**src/rtl/uart_icb_feeder_if.sv**
```systemverilog
// ICB command/response bundle between the UART feeder (master) and the bus
// fabric or peripheral (slave).
interface uart_icb_feeder_if;
  logic        cmd_valid;
  logic        cmd_ready;
  logic [31:0] cmd_addr;
  logic        cmd_read;
  logic [31:0] cmd_wdata;
  logic        rsp_valid;
  logic        rsp_ready;
  logic [31:0] rsp_rdata;

  modport master (
    output cmd_valid, cmd_addr, cmd_read, cmd_wdata, rsp_ready,
    input  cmd_ready, rsp_valid, rsp_rdata
  );

  modport slave (
    input  cmd_valid, cmd_addr, cmd_read, cmd_wdata, rsp_ready,
    output cmd_ready, rsp_valid, rsp_rdata
  );
endinterface

```
**src/rtl/uart_icb_feeder.sv**
```systemverilog
// Feeds a byte stream into a memory-mapped UART over ICB: configures the UART
// once out of reset, then for every byte writes the data register and polls
// the CSR tx-done flag high and back low before taking the next byte.
module uart_icb_feeder #(
  parameter logic [31:0] DATA_ADDR = 32'h1000_4000,
  parameter logic [31:0] CSR_ADDR  = 32'h1000_4004,
  parameter logic [31:0] CTRL_ADDR = 32'h1000_4008,
  parameter logic [31:0] CSR_INIT  = 32'h0004_0201,
  parameter logic [31:0] CTRL_INIT = 32'h0000_0111,
  parameter int          DONE_BIT  = 4,
  parameter logic [15:0] POLL_MAX  = 16'd4096
) (
  input  logic                     clk,
  input  logic                     rst_n,
  input  logic                     s_valid,
  output logic                     s_ready,
  input  logic [7:0]               s_data,
  uart_icb_feeder_if.master        icb,
  output logic                     init_done,
  output logic                     err,
  output logic [15:0]              tx_count
);

  typedef enum logic [3:0] {
    INIT_CSR_CMD, INIT_CSR_RSP,
    INIT_CTRL_CMD, INIT_CTRL_RSP,
    IDLE,
    WR_DATA_CMD, WR_DATA_RSP,
    POLL_SET_CMD, POLL_SET_RSP,
    POLL_CLR_CMD, POLL_CLR_RSP
  } state_t;

  state_t      state, state_n;
  logic [7:0]  byte_q;
  logic [15:0] poll_cnt;

  logic        is_rsp, cmd_fire, rsp_take, done_flag, poll_last;
  logic        init_set, err_set, tx_inc, byte_load, poll_clr, poll_inc;
  logic        nxt_valid, nxt_read;
  logic [31:0] nxt_addr, nxt_wdata;
  logic [7:0]  wr_byte;

  assign icb.rsp_ready = 1'b1;
  assign s_ready       = (state == IDLE) && init_done;
  assign is_rsp        = (state == INIT_CSR_RSP) || (state == INIT_CTRL_RSP) ||
                         (state == WR_DATA_RSP)  || (state == POLL_SET_RSP)  ||
                         (state == POLL_CLR_RSP);
  assign cmd_fire      = icb.cmd_valid && icb.cmd_ready;
  // A response counts only while one is owed: in a RSP phase, or in the same
  // cycle as our own command handshake. Stray responses after reset are dropped.
  assign rsp_take      = icb.rsp_valid && (is_rsp || cmd_fire);
  assign done_flag     = icb.rsp_rdata[DONE_BIT];
  assign poll_last     = (poll_cnt == POLL_MAX - 16'd1);
  assign wr_byte       = (state == IDLE) ? s_data : byte_q;

  // Next-state selection and one-cycle event strobes for the datapath.
  always_comb begin
    state_n   = state;
    init_set  = 1'b0;
    err_set   = 1'b0;
    tx_inc    = 1'b0;
    byte_load = 1'b0;
    poll_clr  = 1'b0;
    poll_inc  = 1'b0;
    case (state)
      INIT_CSR_CMD, INIT_CSR_RSP: begin
        if (rsp_take)      state_n = INIT_CTRL_CMD;
        else if (cmd_fire) state_n = INIT_CSR_RSP;
      end
      INIT_CTRL_CMD, INIT_CTRL_RSP: begin
        if (rsp_take) begin
          state_n  = IDLE;
          init_set = 1'b1;
        end else if (cmd_fire) begin
          state_n = INIT_CTRL_RSP;
        end
      end
      IDLE: begin
        if (s_valid && s_ready) begin
          state_n   = WR_DATA_CMD;
          byte_load = 1'b1;
        end
      end
      WR_DATA_CMD, WR_DATA_RSP: begin
        if (rsp_take) begin
          state_n  = POLL_SET_CMD;
          poll_clr = 1'b1;
        end else if (cmd_fire) begin
          state_n = WR_DATA_RSP;
        end
      end
      POLL_SET_CMD, POLL_SET_RSP: begin
        if (rsp_take) begin
          if (done_flag) begin
            state_n  = POLL_CLR_CMD;
            poll_clr = 1'b1;
          end else if (poll_last) begin
            state_n = IDLE;
            err_set = 1'b1;
          end else begin
            state_n  = POLL_SET_CMD;
            poll_inc = 1'b1;
          end
        end else if (cmd_fire) begin
          state_n = POLL_SET_RSP;
        end
      end
      POLL_CLR_CMD, POLL_CLR_RSP: begin
        if (rsp_take) begin
          if (!done_flag) begin
            state_n = IDLE;
            tx_inc  = 1'b1;
          end else if (poll_last) begin
            state_n = IDLE;
            err_set = 1'b1;
          end else begin
            state_n  = POLL_CLR_CMD;
            poll_inc = 1'b1;
          end
        end else if (cmd_fire) begin
          state_n = POLL_CLR_RSP;
        end
      end
      default: state_n = INIT_CSR_CMD;
    endcase
  end

  // Command fields for the upcoming cycle; cmd_valid always drops for one
  // cycle after a handshake, even when the next phase issues another command.
  always_comb begin
    nxt_valid = 1'b0;
    nxt_read  = 1'b0;
    nxt_addr  = 32'h0;
    nxt_wdata = 32'h0;
    case (state_n)
      INIT_CSR_CMD: begin
        nxt_valid = !cmd_fire;
        nxt_addr  = CSR_ADDR;
        nxt_wdata = CSR_INIT;
      end
      INIT_CTRL_CMD: begin
        nxt_valid = !cmd_fire;
        nxt_addr  = CTRL_ADDR;
        nxt_wdata = CTRL_INIT;
      end
      WR_DATA_CMD: begin
        nxt_valid = !cmd_fire;
        nxt_addr  = DATA_ADDR;
        nxt_wdata = {24'h0, wr_byte};
      end
      POLL_SET_CMD, POLL_CLR_CMD: begin
        nxt_valid = !cmd_fire;
        nxt_addr  = CSR_ADDR;
        nxt_read  = 1'b1;
      end
      default: ;
    endcase
  end

  // State register.
  always_ff @(posedge clk or negedge rst_n) begin
    if (!rst_n) state <= INIT_CSR_CMD;
    else        state <= state_n;
  end

  // Registered ICB command outputs so reset drives them to zero.
  always_ff @(posedge clk or negedge rst_n) begin
    if (!rst_n) begin
      icb.cmd_valid <= 1'b0;
      icb.cmd_addr  <= 32'h0;
      icb.cmd_read  <= 1'b0;
      icb.cmd_wdata <= 32'h0;
    end else begin
      icb.cmd_valid <= nxt_valid;
      icb.cmd_addr  <= nxt_addr;
      icb.cmd_read  <= nxt_read;
      icb.cmd_wdata <= nxt_wdata;
    end
  end

  // Byte latch, poll counter and status flags.
  always_ff @(posedge clk or negedge rst_n) begin
    if (!rst_n) begin
      byte_q    <= 8'h0;
      poll_cnt  <= 16'h0;
      init_done <= 1'b0;
      err       <= 1'b0;
      tx_count  <= 16'h0;
    end else begin
      if (byte_load) byte_q <= s_data;
      if (poll_clr)      poll_cnt <= 16'h0;
      else if (poll_inc) poll_cnt <= poll_cnt + 16'd1;
      if (init_set) init_done <= 1'b1;
      if (err_set)  err       <= 1'b1;
      if (tx_inc)   tx_count  <= tx_count + 16'd1;
    end
  end

endmodule

```
**src/flat_wrapper.sv**
```systemverilog
// flat-port wrapper written by rule: the top's interface ports become plain ports
module uart_icb_feeder_flat 
#(
  parameter logic [31:0] DATA_ADDR = 32'h1000_4000,
  parameter logic [31:0] CSR_ADDR  = 32'h1000_4004,
  parameter logic [31:0] CTRL_ADDR = 32'h1000_4008,
  parameter logic [31:0] CSR_INIT  = 32'h0004_0201,
  parameter logic [31:0] CTRL_INIT = 32'h0000_0111,
  parameter int          DONE_BIT  = 4,
  parameter logic [15:0] POLL_MAX  = 16'd4096
)
  (clk, rst_n, s_valid, s_ready, s_data, init_done, err, tx_count, icb_cmd_valid, icb_cmd_addr, icb_cmd_read, icb_cmd_wdata, icb_rsp_ready, icb_cmd_ready, icb_rsp_valid, icb_rsp_rdata);
  uart_icb_feeder_if icb_i ();
  input  logic clk;
  input  logic rst_n;
  input  logic s_valid;
  output logic s_ready;
  input  logic [7:0] s_data;
  output logic init_done;
  output logic err;
  output logic [15:0] tx_count;
  output wire logic [$bits(icb_i.cmd_valid)-1:0] icb_cmd_valid;
  output wire logic [$bits(icb_i.cmd_addr)-1:0] icb_cmd_addr;
  output wire logic [$bits(icb_i.cmd_read)-1:0] icb_cmd_read;
  output wire logic [$bits(icb_i.cmd_wdata)-1:0] icb_cmd_wdata;
  output wire logic [$bits(icb_i.rsp_ready)-1:0] icb_rsp_ready;
  input wire logic [$bits(icb_i.cmd_ready)-1:0] icb_cmd_ready;
  input wire logic [$bits(icb_i.rsp_valid)-1:0] icb_rsp_valid;
  input wire logic [$bits(icb_i.rsp_rdata)-1:0] icb_rsp_rdata;
  assign icb_cmd_valid = icb_i.cmd_valid;
  assign icb_cmd_addr = icb_i.cmd_addr;
  assign icb_cmd_read = icb_i.cmd_read;
  assign icb_cmd_wdata = icb_i.cmd_wdata;
  assign icb_rsp_ready = icb_i.rsp_ready;
  assign icb_i.cmd_ready = icb_cmd_ready;
  assign icb_i.rsp_valid = icb_rsp_valid;
  assign icb_i.rsp_rdata = icb_rsp_rdata;
  uart_icb_feeder #(.DATA_ADDR(DATA_ADDR), .CSR_ADDR(CSR_ADDR), .CTRL_ADDR(CTRL_ADDR), .CSR_INIT(CSR_INIT), .CTRL_INIT(CTRL_INIT), .DONE_BIT(DONE_BIT), .POLL_MAX(POLL_MAX)) u_core (.clk(clk), .rst_n(rst_n), .s_valid(s_valid), .s_ready(s_ready), .s_data(s_data), .icb(icb_i), .init_done(init_done), .err(err), .tx_count(tx_count));
endmodule
```
**config.mk**
```make
export PLATFORM = sky130hd
export DESIGN_NAME = uart_icb_feeder_flat
export DESIGN_NICKNAME = d
export VERILOG_FILES = /design/src/rtl/uart_icb_feeder_if.sv /design/src/rtl/uart_icb_feeder.sv /design/src/flat_wrapper.sv
export SDC_FILE = /design/constraint.sdc
export NUM_CORES = 1
export LEC_CHECK = 0
export BUFFER_PORTS_ARGS = -buffer_cell sky130_fd_sc_hd__buf_2
export CAP_MARGIN = 5
export CORE_ASPECT_RATIO = 0.7
export CORE_UTILIZATION = 30
export DETAILED_ROUTE_END_ITERATION = 12
export PLACE_DENSITY = 0.65
export SLEW_MARGIN = 20
export SYNTH_ARGS = -nofsm -noshare
export SYNTH_HDL_FRONTEND = slang
export SYNTH_SLANG_ARGS = --single-unit
export TNS_END_PERCENT = 30
```
**constraint.sdc**
```tcl
create_clock -name clk -period 3 [get_ports clk]
set_input_delay 0.3 -clock clk [delete_from_list [all_inputs] [get_ports clk]]
set_output_delay 0.3 -clock clk [all_outputs]
set_load 0.01 [all_outputs]
```
==> qor.txt <==
Sw Ratio = 35.2%
total placed cells including tap cells = 563
wirelength, routed = 7640 um
Iteration-0 DRC Markers = 142
max frequency = 383 MHz
Cell Int Power = 2.08 mW
IO Port Bufs = 49
DRC viols = 0
ys flop type = dfrtp_1
deepest clock path buffer count = 2
multiplexer area fraction after synthesis = 3.58%
Hold WC Path Type = in2reg
Final setup viols = 0
xor-xnor portion of the synthesized cell area = 6.21%
cell row count = 33
# Max-Cap Violations = 0
skew final = 6.08 ps
final hold violation count = 0
CTS resizes = 0
postcts setup bufs = 0
Area Growth Syn to Fin = 12.6%
fill cell count = 1210
CTS tree = done
CP endpoint kind = flop
Net Switching = 1.13 mW
GR Overflow Total = 0
WP data arrival = 2860 ps
power share of the combinational group = 35.2%
num ports = 131
via count = 2618
clock root buffer = clkbuf_16
Post-layout nets = 465
clk_lat worst skew = 330 ps
n_diodes = 0
Worst-Margin Slew = 601 ps
most common cell after layout, fill and taps aside = dfrtp_1
fin crit share = 87.0%
gp weighted congestion = 0.870
CTS clk-pin slew, worst paths = 50 ps
CTS buffer count = 9
Cells after Synth = 368
PD cells = 780 nW/um^2
die width = 134 um
Adder-Cell Fraction of Synth Area = 0.683%
Antenna Violating Nets Remaining = 0
first-pass GRT wire length = 12400 um
unique cell type count in the Yosys netlist = 68
post-synthesis compound-gate area fraction = 13.1%
RSZ-0062 raised after global routing = no
Post-Syn Area per Cell = 9.96 um^2
CTS Hold Bufs = 1
TNS Setup = 0 ps
P_leak = 2.01 nW
largest net degree at the start of global routing = 47
CP Max Fanout = 15
min Tclk post-route = 2610 ps
chip height = 94.5 um
Simple-Gate Fraction of Synth Area = 19.7%
status = complete, no violations
Rel. slew slack = 59.9%
largest family of logic cells by synthesized area = simple AND/OR/NAND/NOR gates
fraction of layout cells with a size suffix above 1 = 23.8%
Mapped Area = 3660 um^2
Sequential Power Share = 34.5%
worst vdd ir = 0.354 mV
clock network power share = 30.3%
commonest cells after routing, fill and taps aside = 61 x dfrtp_1, 50 x conb_1, 49 x buf_2, 29 x nand2_1, 28 x nor2_1
Vias/cell = 4.53
initial antenna violation count = 0
H-Tree Depth = 3
Non-Filler Instances = 578
vias in the first global route = 2436
clk sinks = 61
Seq cells post-synth = 61
Post-DP HPWL = 5580 um
CP required = 3250 ps
drt pass-1 iters = 4
wire per inst = 13.2 um
Seq/Total Area, Yosys = 41.7%
Placeable Area = 11800 um^2
yosys warns = 0
starting density of the core = 31.0%
async set or reset register ratio after synthesis = 100%
die area = 12700 um^2
Worst setup SP type = flop
Slew Limit Fails = 0
critical setup path kind = reg2reg
Global Route Usage Sum = 12.8%
EDFF count, synth = 0
==> Yosys cell counts, types with 3 or more instances <==
master | number | area, um^2
nand2_1 | 29 | 109
buf_2 | 3 | 15.0
nor4_1 | 3 | 18.8
buf_4 | 53 | 398
inv_1 | 11 | 41.3
nor2_1 | 28 | 105
o22ai_1 | 3 | 18.8
nor3_1 | 5 | 25.0
nor2b_1 | 4 | 25.0
nand4_1 | 3 | 18.8
a21oi_1 | 24 | 120
xor2_1 | 6 | 52.6
mux2_2 | 9 | 101
mux2i_1 | 3 | 30.0
dfrtp_1 | 61 | 1530
o21a_1 | 3 | 22.5
buf_6 | 7 | 78.8
nand3_1 | 13 | 65.1
and3_1 | 4 | 25.0
xnor2_1 | 20 | 175
and2_1 | 3 | 18.8
o21ai_0 | 13 | 65.1
or3_1 | 5 | 31.3
nand2b_1 | 3 | 18.8
==> sequential cells by signal, summed over array words and instances (netlist names) <==
name                  cells
u_core.byte_q             8
u_core.state              4
u_core.poll_cnt          16
u_core.icb.cmd_wdata     10
u_core.init_done          1
u_core.icb.cmd_read       1
u_core.icb.cmd_addr       3
u_core.icb.cmd_valid      1
u_core.err                1
u_core.tx_count          16
==> metrics by stage <==
stage	hold slack (ps)	utilization, %	total power, mW	worst slack, ps	cell area (um^2)
after floorplan	4.41	-	2.03	882	3840
after global placement	230	32.4	2.24	425	3830
after detailed placement	235	32.4	2.25	431	3830
after CTS	205	34.9	3.25	405	4130
after global routing	224	34.9	3.42	257	4130
final	219	34.9	3.22	390	4130
==> routing by layer <==
metal	vias to the layer above	global-route usage (%)	share of wire [%]
met1	1238	17.6	47
met2	97	18.7	44
li1	1276	-	-
met5	-	0	0
met3	7	4.83	8.0
met4	0	3.84	1.2
==> cell type report <==
type,instances,area [um^2],area share (%)
sequential,61,1530,37.0
clock buffer,13,280,6.79
tap,157,196,4.76
inverter,12,45.0,1.09
multi-input combinational,278,1770,43.0
clock inverter,1,5.00,0.121
timing repair buffer,56,300,7.28
==> worst max-delay path: stages, from the launching register on <==
cell      delay (ps)
dfrtp_1          720
buf_4            290
nor2_1            60
a31o_2           260
a311o_1          310
a211oi_4         410
nor4b_4          300
o21bai_2         160
==> kinds of logic (layout without fill, tap and decap cells) <==
family / after synthesis / in the layout
AO/OA/AOI/OAI: 66 / 66
XOR/XNOR: 26 / 26
adder cells (fa/ha/maj): 2 / 2
buffers and inverters: 77 / 82
flip-flops: 61 / 61
multiplexers: 12 / 12
other: 2 / 50
AND/OR/NAND/NOR: 122 / 122
==> worst paths after layout <==
kind                       slack [ps]                                 to  cells past startpoint                      start
min in group asynchronous         410    u_core.tx_count[14]$_DFFE_PN0P_                      2                      rst_n
setup reg to reg                  390  u_core.icb.cmd_wdata[4]$_DFF_PN0_                      7  u_core.state[1]$_DFF_PN0_
hold reg to reg                   450             u_core.err$_DFFE_PN0P_                      1     u_core.err$_DFFE_PN0P_
hold / removal                    220  u_core.icb.cmd_wdata[1]$_DFF_PN0_                      3                  s_data[1]
setup / recovery                  390  u_core.icb.cmd_wdata[4]$_DFF_PN0_                      7  u_core.state[1]$_DFF_PN0_
max in group asynchronous        1700  u_core.icb.cmd_wdata[5]$_DFF_PN0_                      3                      rst_n
==> power groups by stage <==
stage	combinational [mW]	sequential, mW	clock, mW
floorplan	0.902	1.12	0
detailed placement	1.12	1.12	0
global placement	1.12	1.12	0
global route	1.26	1.13	1.04
CTS	1.13	1.11	1.00
finish	1.13	1.11	0.974
Note: power is estimated with default switching activity, not from simulation.
